$ cat src/rtl/fcp_pkg.sv
// Shared encodings for the FCP burst master: lane control codes, FSM states,
// and the header bit that selects read versus write.
package fcp_pkg;

    typedef enum logic [1:0] {
        CTRL_IDLE = 2'b00,
        CTRL_HDR  = 2'b01,
        CTRL_DATA = 2'b10,
        CTRL_END  = 2'b11
    } ctrl_e;

    typedef enum logic [2:0] {
        S_IDLE,
        S_HDR,
        S_WDATA,
        S_END,
        S_RDATA,
        S_WAIT_ACK
    } state_e;

    localparam int HDR_RD_BIT = 7;

    function automatic ctrl_e ctrl_of(input state_e s);
        case (s)
            S_HDR:   return CTRL_HDR;
            S_WDATA: return CTRL_DATA;
            S_END:   return CTRL_END;
            default: return CTRL_IDLE;
        endcase
    endfunction

endpackage

$ cat src/rtl/fcp_lane_shifter.sv
// 8-bit load/shift register shared by the serialiser (MSB out first) and the
// deserialiser (new lane bits enter at the LSB end).
module fcp_lane_shifter #(
    parameter int LANE_W = 2
) (
    input  logic              clk,
    input  logic              rst,
    input  logic              load,
    input  logic              shift_en,
    input  logic [7:0]        din,
    input  logic [LANE_W-1:0] lane_in,
    output logic [LANE_W-1:0] lane_out,
    output logic [7:0]        dout
);

    logic [7:0] sh_q, sh_d;

    // NOTE: every signal assigned in always_comb gets a default first so no latch is inferred.
    always_comb begin
        sh_d = sh_q;
        if (load) begin
            sh_d = din;
        end else if (shift_en) begin
            sh_d = (sh_q << LANE_W) | 8'(lane_in);
        end
    end

    // NOTE: sequential state uses non-blocking assignments only, so all flops update together.
    always_ff @(posedge clk or posedge rst) begin
        if (rst) sh_q <= '0;
        else     sh_q <= sh_d;
    end

    assign lane_out = sh_q[7 -: LANE_W];
    assign dout     = sh_q;

endmodule

$ cat src/rtl/fcp_burst_master.sv
// FCP lane master: header plus 1..MAX_BURST byte burst, ack wait with timeout,
// bounded replay of the latched command, and single-cycle done/err pulses.
module fcp_burst_master
    import fcp_pkg::*;
#(
    parameter int LANE_W      = 2,
    parameter int MAX_BURST   = 4,
    parameter int ACK_TIMEOUT = 16,
    parameter int RETRIES     = 2
) (
    input  logic                         clk,
    input  logic                         rst,
    input  logic                         start,
    input  logic [7:0]                   header_in,
    input  logic [$clog2(MAX_BURST+1)-1:0] len_in,
    input  logic [8*MAX_BURST-1:0]       wdata_in,
    output logic [LANE_W-1:0]            data,
    output logic [1:0]                   ctrl,
    input  logic [LANE_W-1:0]            s_data,
    input  logic                         s_valid,
    input  logic                         ack,
    output logic                         busy,
    output logic                         done,
    output logic                         err,
    output logic [8*MAX_BURST-1:0]       read_data
);

    localparam int BPB    = 8 / LANE_W;
    localparam int BPB_SH = $clog2(BPB);
    localparam int BEAT_W = $clog2(MAX_BURST * 8 / LANE_W + 1);
    localparam int LEN_W  = $clog2(MAX_BURST + 1);
    localparam int IDX_W  = (MAX_BURST > 1) ? $clog2(MAX_BURST) : 1;
    localparam int ATT_W  = (RETRIES > 0) ? $clog2(RETRIES + 1) : 1;
    localparam int TMR_W  = (ACK_TIMEOUT > 1) ? $clog2(ACK_TIMEOUT) : 1;
    localparam logic [BEAT_W-1:0] BYTE_LAST = BEAT_W'(BPB - 1);

    state_e                 state_q, state_d;
    ctrl_e                  ctrl_q, ctrl_d;
    logic [BEAT_W-1:0]      beat_q, beat_d;
    logic [ATT_W-1:0]       attempt_q, attempt_d;
    logic [TMR_W-1:0]       timer_q, timer_d;
    logic [7:0]             hdr_q, hdr_d;
    logic [LEN_W-1:0]       len_q, len_d;
    logic [8*MAX_BURST-1:0] wdata_q, wdata_d, rd_buf_q, rd_buf_d, read_data_q, read_data_d;
    logic                   busy_q, busy_d, done_q, done_d, err_q, err_d;

    logic              sh_load, sh_shift;
    logic [7:0]        sh_din, sh_dout, rx_byte, nxt_byte;
    logic [LANE_W-1:0] lane_out;
    logic [BEAT_W-1:0] total_beats;
    logic [IDX_W-1:0]  cur_idx, nxt_idx;
    logic              is_rd, byte_last, rx_full;

    fcp_lane_shifter #(.LANE_W(LANE_W)) u_shifter (
        .clk      (clk),
        .rst      (rst),
        .load     (sh_load),
        .shift_en (sh_shift),
        .din      (sh_din),
        .lane_in  (s_data),
        .lane_out (lane_out),
        .dout     (sh_dout)
    );

    always_comb begin
        is_rd       = hdr_q[HDR_RD_BIT];
        total_beats = BEAT_W'(len_q) * BEAT_W'(BPB);
        byte_last   = (beat_q & BYTE_LAST) == BYTE_LAST;
        rx_full     = beat_q == total_beats;
        cur_idx     = IDX_W'(beat_q >> BPB_SH);
        nxt_idx     = cur_idx + IDX_W'(1);
        rx_byte     = (sh_dout << LANE_W) | 8'(s_data);
        nxt_byte    = wdata_q[7:0];
        for (int b = 0; b < MAX_BURST; b++) begin
            if (nxt_idx == IDX_W'(b)) nxt_byte = wdata_q[8*b +: 8];
        end

        state_d     = state_q;
        beat_d      = beat_q;
        attempt_d   = attempt_q;
        timer_d     = timer_q;
        hdr_d       = hdr_q;
        len_d       = len_q;
        wdata_d     = wdata_q;
        rd_buf_d    = rd_buf_q;
        read_data_d = read_data_q;
        busy_d      = busy_q;
        done_d      = 1'b0;
        err_d       = 1'b0;
        sh_load     = 1'b0;
        sh_shift    = 1'b0;
        sh_din      = hdr_q;

        unique case (state_q)
            S_IDLE: begin
                if (start) begin
                    hdr_d     = header_in;
                    len_d     = (len_in == '0 || len_in > LEN_W'(MAX_BURST)) ? LEN_W'(1) : len_in;
                    wdata_d   = wdata_in;
                    attempt_d = '0;
                    rd_buf_d  = '0;
                    beat_d    = '0;
                    busy_d    = 1'b1;
                    state_d   = S_HDR;
                    sh_load   = 1'b1;
                    sh_din    = header_in;
                end
            end
            S_HDR: begin
                sh_shift = 1'b1;
                beat_d   = beat_q + BEAT_W'(1);
                if (beat_q == BYTE_LAST) begin
                    beat_d  = '0;
                    state_d = is_rd ? S_END : S_WDATA;
                    sh_load = 1'b1;
                    sh_din  = wdata_q[7:0];
                end
            end
            S_WDATA: begin
                sh_shift = 1'b1;
                beat_d   = beat_q + BEAT_W'(1);
                if (byte_last) begin
                    if (beat_q == total_beats - BEAT_W'(1)) begin
                        beat_d  = '0;
                        state_d = S_END;
                    end else begin
                        sh_load = 1'b1;
                        sh_din  = nxt_byte;
                    end
                end
            end
            S_END: begin
                beat_d  = '0;
                timer_d = '0;
                state_d = is_rd ? S_RDATA : S_WAIT_ACK;
            end
            S_RDATA, S_WAIT_ACK: begin
                timer_d = s_valid ? '0 : timer_q + TMR_W'(1);
                if (state_q == S_RDATA && s_valid && !rx_full) begin
                    sh_shift = 1'b1;
                    beat_d   = beat_q + BEAT_W'(1);
                    if (byte_last) begin
                        for (int b = 0; b < MAX_BURST; b++) begin
                            if (cur_idx == IDX_W'(b)) rd_buf_d[8*b +: 8] = rx_byte;
                        end
                    end
                end
                // A read only accepts ack once every requested beat has arrived.
                if (ack && (state_q == S_WAIT_ACK || rx_full)) begin
                    state_d = S_IDLE;
                    busy_d  = 1'b0;
                    done_d  = 1'b1;
                    if (state_q == S_RDATA) read_data_d = rd_buf_q;
                end else if (!s_valid && timer_q == TMR_W'(ACK_TIMEOUT - 1)) begin
                    if (attempt_q < ATT_W'(RETRIES)) begin
                        attempt_d = attempt_q + ATT_W'(1);
                        state_d   = S_HDR;
                        beat_d    = '0;
                        timer_d   = '0;
                        rd_buf_d  = '0;
                        sh_load   = 1'b1;
                        sh_din    = hdr_q;
                    end else begin
                        state_d = S_IDLE;
                        busy_d  = 1'b0;
                        err_d   = 1'b1;
                    end
                end
            end
            default: state_d = S_IDLE;
        endcase

        ctrl_d = ctrl_of(state_d);
    end

    always_ff @(posedge clk or posedge rst) begin
        if (rst) begin
            state_q     <= S_IDLE;
            ctrl_q      <= CTRL_IDLE;
            beat_q      <= '0;
            attempt_q   <= '0;
            timer_q     <= '0;
            hdr_q       <= '0;
            len_q       <= '0;
            wdata_q     <= '0;
            rd_buf_q    <= '0;
            read_data_q <= '0;
            busy_q      <= 1'b0;
            done_q      <= 1'b0;
            err_q       <= 1'b0;
        end else begin
            state_q     <= state_d;
            ctrl_q      <= ctrl_d;
            beat_q      <= beat_d;
            attempt_q   <= attempt_d;
            timer_q     <= timer_d;
            hdr_q       <= hdr_d;
            len_q       <= len_d;
            wdata_q     <= wdata_d;
            rd_buf_q    <= rd_buf_d;
            read_data_q <= read_data_d;
            busy_q      <= busy_d;
            done_q      <= done_d;
            err_q       <= err_d;
        end
    end

    // The lane only carries shifter bits while header or write data is on the wire.
    assign data      = (state_q == S_HDR || state_q == S_WDATA) ? lane_out : '0;
    assign ctrl      = ctrl_q;
    assign busy      = busy_q;
    assign done      = done_q;
    assign err       = err_q;
    assign read_data = read_data_q;

endmodule
$ cat config.mk
export PLATFORM = sky130hd
export DESIGN_NAME = fcp_burst_master
export DESIGN_NICKNAME = d
export VERILOG_FILES = /design/src/rtl/fcp_pkg.sv /design/src/rtl/fcp_lane_shifter.sv /design/src/rtl/fcp_burst_master.sv
export SDC_FILE = /design/constraint.sdc
export NUM_CORES = 1
export LEC_CHECK = 0
export ABC_AREA = 1
export ABC_CLOCK_PERIOD_IN_PS = 4550
export CELL_PAD_IN_SITES_DETAIL_PLACEMENT = 1
export CELL_PAD_IN_SITES_GLOBAL_PLACEMENT = 1
export CORE_ASPECT_RATIO = 2
export CORE_MARGIN = 4
export CORE_UTILIZATION = 37
export DETAILED_ROUTE_END_ITERATION = 12
export PLACE_DENSITY_LB_ADDON = 0.08
export SETUP_SLACK_MARGIN = 0.3
export SYNTH_ARGS = -nofsm -noshare
export SYNTH_HDL_FRONTEND = slang
export SYNTH_SLANG_ARGS = --single-unit
export TNS_END_PERCENT = 50
$ cat constraint.sdc
create_clock -name clk -period 4.55 [get_ports clk]
set_input_delay 0.91 -clock clk [delete_from_list [all_inputs] [get_ports clk]]
set_output_delay 0.91 -clock clk [all_outputs]
set_load 0.02 [all_outputs]
==> Word level (Yosys, flattened, before mapping) <==
Cells that the tools add are included.
{ "word_totals": {"mem_count": 0, "ramBits": 0, "wordCells": 145, "register_bits": 134, "romBits": 0, "output_inout_bits": 39, "input_bits": 50, "latch_bits": 0} }
{ "op_classes": {"n_addsub": 5, "n_lt_le_gt_ge": 2, "n_bitwise": 1, "n_shift": 0, "div": 0, "multipliers": 0, "eq_ne": 25, "mux": 74, "n_reduce_logical": 24} }
{ "op_table": {"columns": ["op", "count"], "rows": [
  ["$mux W32", 6],
  ["$mux W8", 13],
  ["$pmux W32 S2", 1],
  ["$mux W5", 8],
  ["$pmux W5 S5", 1],
  ["$pmux W8 S3", 1],
  ["$mux W1", 21],
  ["$mux W3", 7],
  ["$mux W4", 4],
  ["$pmux W3 S5", 1],
  ["$eq A3 B2 Y1 const B", 4],
  ["$eq A2 B2 Y1 const B", 5],
  ["$eq A5 B5 Y1", 2],
  ["$mux W2", 5],
  ["$ne A2 B2 Y1 const B", 4],
  ["$or A8 B2 Y8", 1],
  ["$pmux W4 S2", 1],
  ["$eq A3 B1 Y1 const B", 2],
  ["$eq A3 B3 Y1 const B", 2],
  ["$logic_not A3 Y1", 2],
  ["$ne A3 B3 Y1 const B", 2],
  ["$pmux W2 S3", 1],
  ["$reduce_and A2 Y1", 3],
  ["$reduce_bool A2 Y1", 3],
  ["21 further kinds", 31]
]} }

==> Logic depth before layout (Yosys ltp) <==
Gate-level depths: netlist of run 1.
{ "logic_depth": {"word_depth": 9, "depth_mapped": 16, "mapped_depth_nobuf": 15} }

==> Hierarchy <==
From an unflattened synthesis of run 1, not the netlist that was laid out.
{ "unflattened": {"cells_unflattened": 875, "area_unflattened_um2": 6676.4} }
{ "modules_own_cells": {"columns": ["module", "cells_each", "area_per_inst_um2", "seq_area_each_um2", "instances"], "rows": [
  ["fcp_burst_master", 828, 6283.5, 3153.0, 1],
  ["fcp_lane_shifter", 47, 392.9, 200.2, 1]
]} }

==> Worst setup path after synthesis of run 1 <==
Ideal clock, no wire load.
{ "synth_timing": {"path_type": "reg2out", "startpoint": "register state_q[1]", "endpoint": "output port data[0]", "slack_ns": 2.426, "path_buffers": 0, "arrival_ns": 1.214, "path_stages_with_launch": 6, "required_time_ns": 3.640, "cell_sequence": "dfrtp_1 > nor2_2 > nand2_1 > nand2_1 > inv_1 > nor2_1"} }
{ "synth_between": {"elab_chain_len": 3, "elab_cells_between_ends": 4, "cone_classes": "eq/ne: 2; mux: 1; reduce/logical: 1"} }
{ "synth_rtl": {"columns": ["item", "line", "text"], "rows": [
  ["start, declared", "fcp_burst_master.sv:37", "state_e state_q, state_d;"],
  ["start signal, assigned", "fcp_burst_master.sv:192", "state_q <= state_d;"],
  ["$eq A3 B1 Y1 or $eq A3 B2 Y1 (tied branches)", "fcp_burst_master.sv:209", "assign data = (state_q == S_HDR || state_q == S_WDATA) ? lane_out : '0;"],
  ["$logic_or A1 B1 Y1 *", "fcp_burst_master.sv:209", null],
  ["$mux W2 *", "fcp_burst_master.sv:209", null],
  ["end, declared", "fcp_burst_master.sv:17", "output logic [LANE_W-1:0] data,"]
]} }
Every way passes the cells marked *; elsewhere a longest branch is shown, timed or not.

==> Final worst setup path of run 1 <==
Same ends and word-level chain as after synthesis.

==> out/metrics.yaml, run 1 <==
detail-route-antenna-nets: 0
critPathMaxStageDelay_ns: 0.63
cp_data_required_time_ns: 3.64
multiInputGateArea_mm2: 0.002829
die_width_um: 103.4
overflow: 0
power.density_mw_per_mm2: 580.6
timing.final.crit_share_pct: 71.46
cts_resized: 0
crit_buf_inv: 2
syn_to_final_growth_pct: 23.97
relSlewSlack_pct: 31.90
crit_fanout: 6
crit_chain: "nor2_2, nand2_1, nand2_1, inv_1, nor2_1, clkdlybuf4s50_1"
synthesis.nets: 874
yosysTopAreaCell: "dfrtp_1"
dieArea_mm2: 0.02055
numCtsBuffers: 17
fin_tns_setup_ns: 0
path_clk_slew_ns: 0.06
synth-edff-count: 0
cpMaxStageDelayCell: "clkdlybuf4s50_1"
synth_flop_cell: "dfrtp_1"
maxCapViolations: 0
grt_max_degree: 97
final_max_slew_viol_count: 0
arrival_ns: 2.34
drive_gt1_share_pct: 10.48
port_buffers: 88
synth_cell_types: 40
worstSkewPairLatency_ns: 0.43
n_antenna_cell: 0
dp_hpwl_mm: 14.17
core-area_mm2: 0.01787
hp-class: "flip-flop to flip-flop"
crit_top_cell: "nand2_1"
synth_top_cell_area_share_pct: 49.80
cts_tree: "done"
yosysWarnings: 0
async_flop_share_pct: 100.0
worstSetupEndpointType: "output port"
first_iter_violations: 115
fin_nets: 958
synth-seq-cells: 134
rsz0062_at_grt: "no"
syn_area_per_cell_um2: 8.221
dr_total_vias: 5584
fmax_mhz: 307.6
cts_root_buf: "clkbuf_16"
hold_viol: 0
routedWlPerCell_um: 16.68
setup-violations-final: 0
antenna_found_initial: 0
synth_cells: 819
dr.pass1.iters: 4
routed_wl_mm: 18.83
synthesis.area_mm2: 0.006733
ir_worst_vdd_mv: 0.2624
gp_congestion: 0.8232
critPathKind: "flip-flop to output port"
grt_usage_pct: 19.47
grt_pass1_vias: 6140
fin_skew_ns: 0.007787
viasPerCell: 4.946
synth_seq_area_share_pct: 49.80
postCtsSetupBuffers: 0
whs_ns: 0.4698
worst_setup_path_start_kind: "flip-flop"
p_leak_nw: 4.197
register_area_mm2: 0.003353
drc_errors: 0
start_util_pct: 37.67
fp-row-count: 69
worst_pin_slew_ns: 1.015
period_minus_slack_ns: 3.251
clock-sinks: 134
grt_pass1_wl_mm: 30.93
cts_hold_buf: 0
status: "complete, no violations"
cpLargestDelayFamily: "buffers and inverters"
htree_levels: 4
ioPinCount: 89
yosys-top-cells-area: "dfrtp_1 50%, nand2_1 15%, o21ai_0 5.3%, inv_1 5.0%, mux2_4 4.7%"
clk_path_buf_depth: 2
fp.dieH_um: 198.8
fillerInstances: 2158
[synthesized netlist by cell type (2+ instances only)]
library cell / instances
inv_2: 12
buf_2: 6
o21ai_0: 71
nand4_1: 3
nand2_2: 2
clkbuf_1: 8
dfrtp_1: 134
o21ai_4: 3
buf_4: 5
buf_6: 4
nor3_2: 2
o22ai_1: 2
a21oi_1: 13
mux2_4: 21
nand3_2: 4
ha_1: 5
nand2_1: 277
nand3_1: 41
nor2_2: 3
nand2_4: 6
nor2_4: 4
o221ai_1: 2
o21bai_1: 4
o21ai_1: 8
nor3_4: 2
nor3_1: 9
xor2_1: 4
inv_1: 89
nor2_1: 64
[cell type report]
| class | count | area share, % |
|---|---|---|
| Clock buffer | 19 | 5.426 |
| Multi-Input combinational cell | 557 | 33.89 |
| Timing Repair Buffer | 90 | 10.88 |
| Inverter | 103 | 4.707 |
| Tap cell | 213 | 3.193 |
| Clock inverter | 13 | 1.724 |
| Sequential cell | 134 | 40.17 |
[per-stage QoR]
step | power, mW | area [um^2] | util, % | instances | setup slack, ns
4_1_cts | 4.918 | 8347 | 46.71 | 1129 | 1.283
5_1_grt | 5.218 | 8347 | 46.71 | 1129 | 1.156
3_5_place_dp | 3.484 | 7750 | 43.37 | 1097 | 1.368
2_1_floorplan | 2.936 | 6736 | - | 819 | 1.975
3_3_place_gp | 3.408 | 7750 | 43.37 | 1097 | 1.480
6_report | 4.846 | 8347 | 46.71 | 1129 | 1.299
[layer usage]
metal	vias up	share of wire, %	GRT usage (%)
li1	2733	-	-
met1	2722	37	19.83
met2	99	58	37.74
met3	30	2.7	3.405
met4	0	2.5	7.253
met5	-	0	0
[path summary, 6_finish.rpt]
| kind | cells past startpoint | start | end | slack (ns) |
|---|---|---|---|---|
| worst min register to register | 2 | rd_buf_q[30] | rd_buf_q[30] | 0.47 |
| max in group asynchronous | 3 | rst | wdata_q[30] | 2.53 |
| worst max-delay path | 6 | state_q[1] | data[0] | 1.30 |
| worst max register to register | 11 | beat_q[0] | u_shifter.dout[4] | 1.73 |
| min in group asynchronous | 2 | rst | read_data[25] | 1.03 |
| worst min-delay path | 2 | rd_buf_q[30] | rd_buf_q[30] | 0.47 |
[kinds of logic (layout without fill, tap and decap cells)]
| group | Yosys count | after routing | synth area share, % |
|---|---|---|---|
| AOI/OAI and AO/OA | 105 | 105 | 8.697 |
| xor gates and xnor gates | 5 | 5 | 0.6504 |
| adders and majority gates | 5 | 5 | 0.9292 |
| buffers and inverters | 128 | 225 | 8.177 |
| DFF | 134 | 134 | 49.80 |
| muxes | 23 | 23 | 5.018 |
| and+or+nand+nor | 419 | 419 | 26.72 |
[worst reg2reg max path, delay by kind of cell (launching register included)]
kind / cells / cell delay (ns)
fa+ha+maj: 1 / 0.58
buf+inv: 1 / 0.29
flops: 1 / 0.44
simple gates: 9 / 1.44
[report_power, final]
part           switching (mW)  internal (mW)  total, mW
clock network           0.566          0.841       1.41
logic                    1.19          0.573       1.76
registers               0.208           1.47       1.68
total                    1.96           2.89       4.85
[placed cells by master, fill, tap and decap left out, types with 12 or more instances in the layout]
| cell | count |
|---|---|
| a21oi_1 | 13 |
| nand2_1 | 277 |
| clkdlybuf4s50_1 | 88 |
| inv_2 | 12 |
| dfrtp_1 | 134 |
| clkbuf_16 | 17 |
| mux2_4 | 21 |
| nor2_1 | 64 |
| o21ai_0 | 70 |
| nand3_1 | 41 |
| inv_1 | 88 |
[state kept, by name, summed over array words and instances, names as in the netlist, 3 cells and up]
register and count:
beat_q 5, hdr_q 8, len_q 3, rd_buf_q 32, read_data 32, state_q 3, timer_q 4, u_shifter.dout 8
wdata_q 32
Note: power is estimated with default switching activity, not from simulation.
==> run 2: changes to the inputs <==
ABC_CLOCK_PERIOD_IN_PS = 2700   (was 4550)
clock period = 2.7 ns   (was 4.55 ns; I/O delays follow)
==> run 2 against run 1 <==
  * Critical endpoint is now data[1]
  * Critical path depth unchanged
  * Largest cell class unchanged
  * Clock skew down 0.00054 ns
  * Clock power up 78%
  * Worst setup slack worse by 0.89 ns
  * Die area unchanged
  * Final area up 2.4%
  * First-iteration DRC count up 43%
  * Final cell count up 1.5%
  * Clock-buffer cell count up 1
==> out/metrics.yaml, run 2 (synthesis gave the netlist of run 1 again) <==
instances_no_fill: 1146
worst_pin_slew_ns: 0.5930
fp.dieH_um: 198.8
numCtsBuffers: 17
power.density_mw_per_mm2: 991.6
ir_worst_vdd_mv: 0.3981
final_max_slew_viol_count: 0
dr.pass1.iters: 4
dieArea_mm2: 0.02055
overflow: 0
clk_path_buf_depth: 2
fp-row-count: 69
syn_to_final_growth_pct: 26.95
cts_tree: "done"
r2r_end: "read_data[9]"
fin_skew_ns: 0.007243
detail-route-antenna-nets: 0
layout_common_cells: "274 x nand2_1, 132 x dfrtp_1, 88 x inv_1, 86 x clkdlybuf4s50_1, 71 x o21ai_0"
reg2reg_slack_ns: 0.50
ioPinCount: 89
htree_levels: 4
drc_errors: 0
dr_total_vias: 5681
dp.cells: 1114
hold_viol: 0
reg2reg_depth: 10
core-area_mm2: 0.01787
fin_ws_ns: 0.4098
cp_data_required_time_ns: 2.16
utilization_pct: 47.83
viasPerCell: 4.957
post_dp_cell_area_mm2: 0.007890
routedWlPerCell_um: 16.90
relSlewSlack_pct: 60.47
fin_nets: 975
grt_usage_pct: 20.15
critPathKind: "flip-flop to output port"
met3_usage_pct: 2.668
total_power_mw: 8.475
start_util_pct: 37.67
clock-sinks: 134
timing.final.crit_share_pct: 84.82
worstSetupEndpointType: "output port"
first_iter_violations: 164
dp_hpwl_mm: 14.83
pre_cts_slack_ns: 0.2838
p_leak_nw: 4.311
met2_usage_pct: 38.80
fillerInstances: 2149
worst_setup_path_start_kind: "flip-flop"
port_buffers: 88
r2r_start: "beat_q[4]"
drive_gt1_share_pct: 12.75
startpoint: "state_q[1]"
path_clk_slew_ns: 0.06
setup-violations-final: 0
finish.instance_area_mm2: 0.008547
cts_hold_buf: 0
fin_tns_setup_ns: 0
antenna_found_initial: 0
grt_pass1_wl_mm: 31.93
grt_most_used_layer: "met2"
worstSkewPairLatency_ns: 0.43
period_minus_slack_ns: 2.290
crit_fanout: 6
final_common_cell: "nand2_1"
status: "complete, no violations"
gp_congestion: 0.8230
grt_pass1_vias: 6317
grt_max_degree: 72
cts_root_buf: "clkbuf_16"
arrival_ns: 1.75
die_width_um: 103.4
n_antenna_cell: 0
rsz0062_at_grt: "yes"
maxCapViolations: 0
hp-class: "primary input to asynchronous set/reset pin"
whs_ns: 0.4711
routed_wl_mm: 19.37
use_met1_pct: 20.86
fmax_mhz: 436.6
[run 2: changes by cell type in the layout (fill, tap and decap cells not counted), sizes merged]
cell | previous run | this run
buf | 2 | 20
bufinv | 2 | 4
clkbuf | 19 | 20
clkdlybuf4s15 | 0 | 1
clkdlybuf4s50 | 88 | 86
clkinv | 4 | 6
clkinvlp | 5 | 2
inv | 105 | 103
[run 2: timing repair]
action,CTS,global route
resized for setup,11,5
setup endpoints to repair,2,5
buffers inserted,0,0
[run 2: routing by layer]
layer | vias up | share of wire (%)
met5 | - | 0
met4 | 0 | 2.8
met3 | 31 | 2.7
met2 | 107 | 58
met1 | 2770 | 37
li1 | 2773 | -
[run 2: worst max-delay path by stage]
stage                         to  slack [ns]  depth (start not counted)
floorplan           attempt_q[0]        0.49                          1
global placement     rd_buf_q[9]        0.31                          8
global route             data[1]        0.29                          6
finish                   data[1]        0.41                          6
detailed placement       data[0]        0.28                          6
CTS                      data[0]        0.31                          6
[run 2: final cells by class]
| type | instances | area [um^2] | area share, % |
|---|---|---|---|
| inverter | 103 | 395.4 | 4.626 |
| clock buffer | 20 | 456.7 | 5.343 |
| multi-input combinational | 557 | 2854 | 33.39 |
| sequential | 134 | 3356 | 39.26 |
| timing repair buffer | 107 | 1045 | 12.22 |
| clock inverter | 12 | 173.9 | 2.035 |
| tap | 213 | 266.5 | 3.118 |
[run 2: critical path: stages (launching register included)]
cell and delay [ns]:
dfrtp_2 0.48, nor2_4 0.17, nand2_2 0.11, nand2_4 0.12, inv_1 0.07, nor2_1 0.11
clkdlybuf4s15_2 0.27
[run 2: power breakdown]
group	leakage (nW)	switching [mW]	internal, mW
clock	0.311	0.914	1.59
sequential	1.76	0.326	2.49
combinational	2.24	2.10	1.06
total	4.31	3.34	5.14
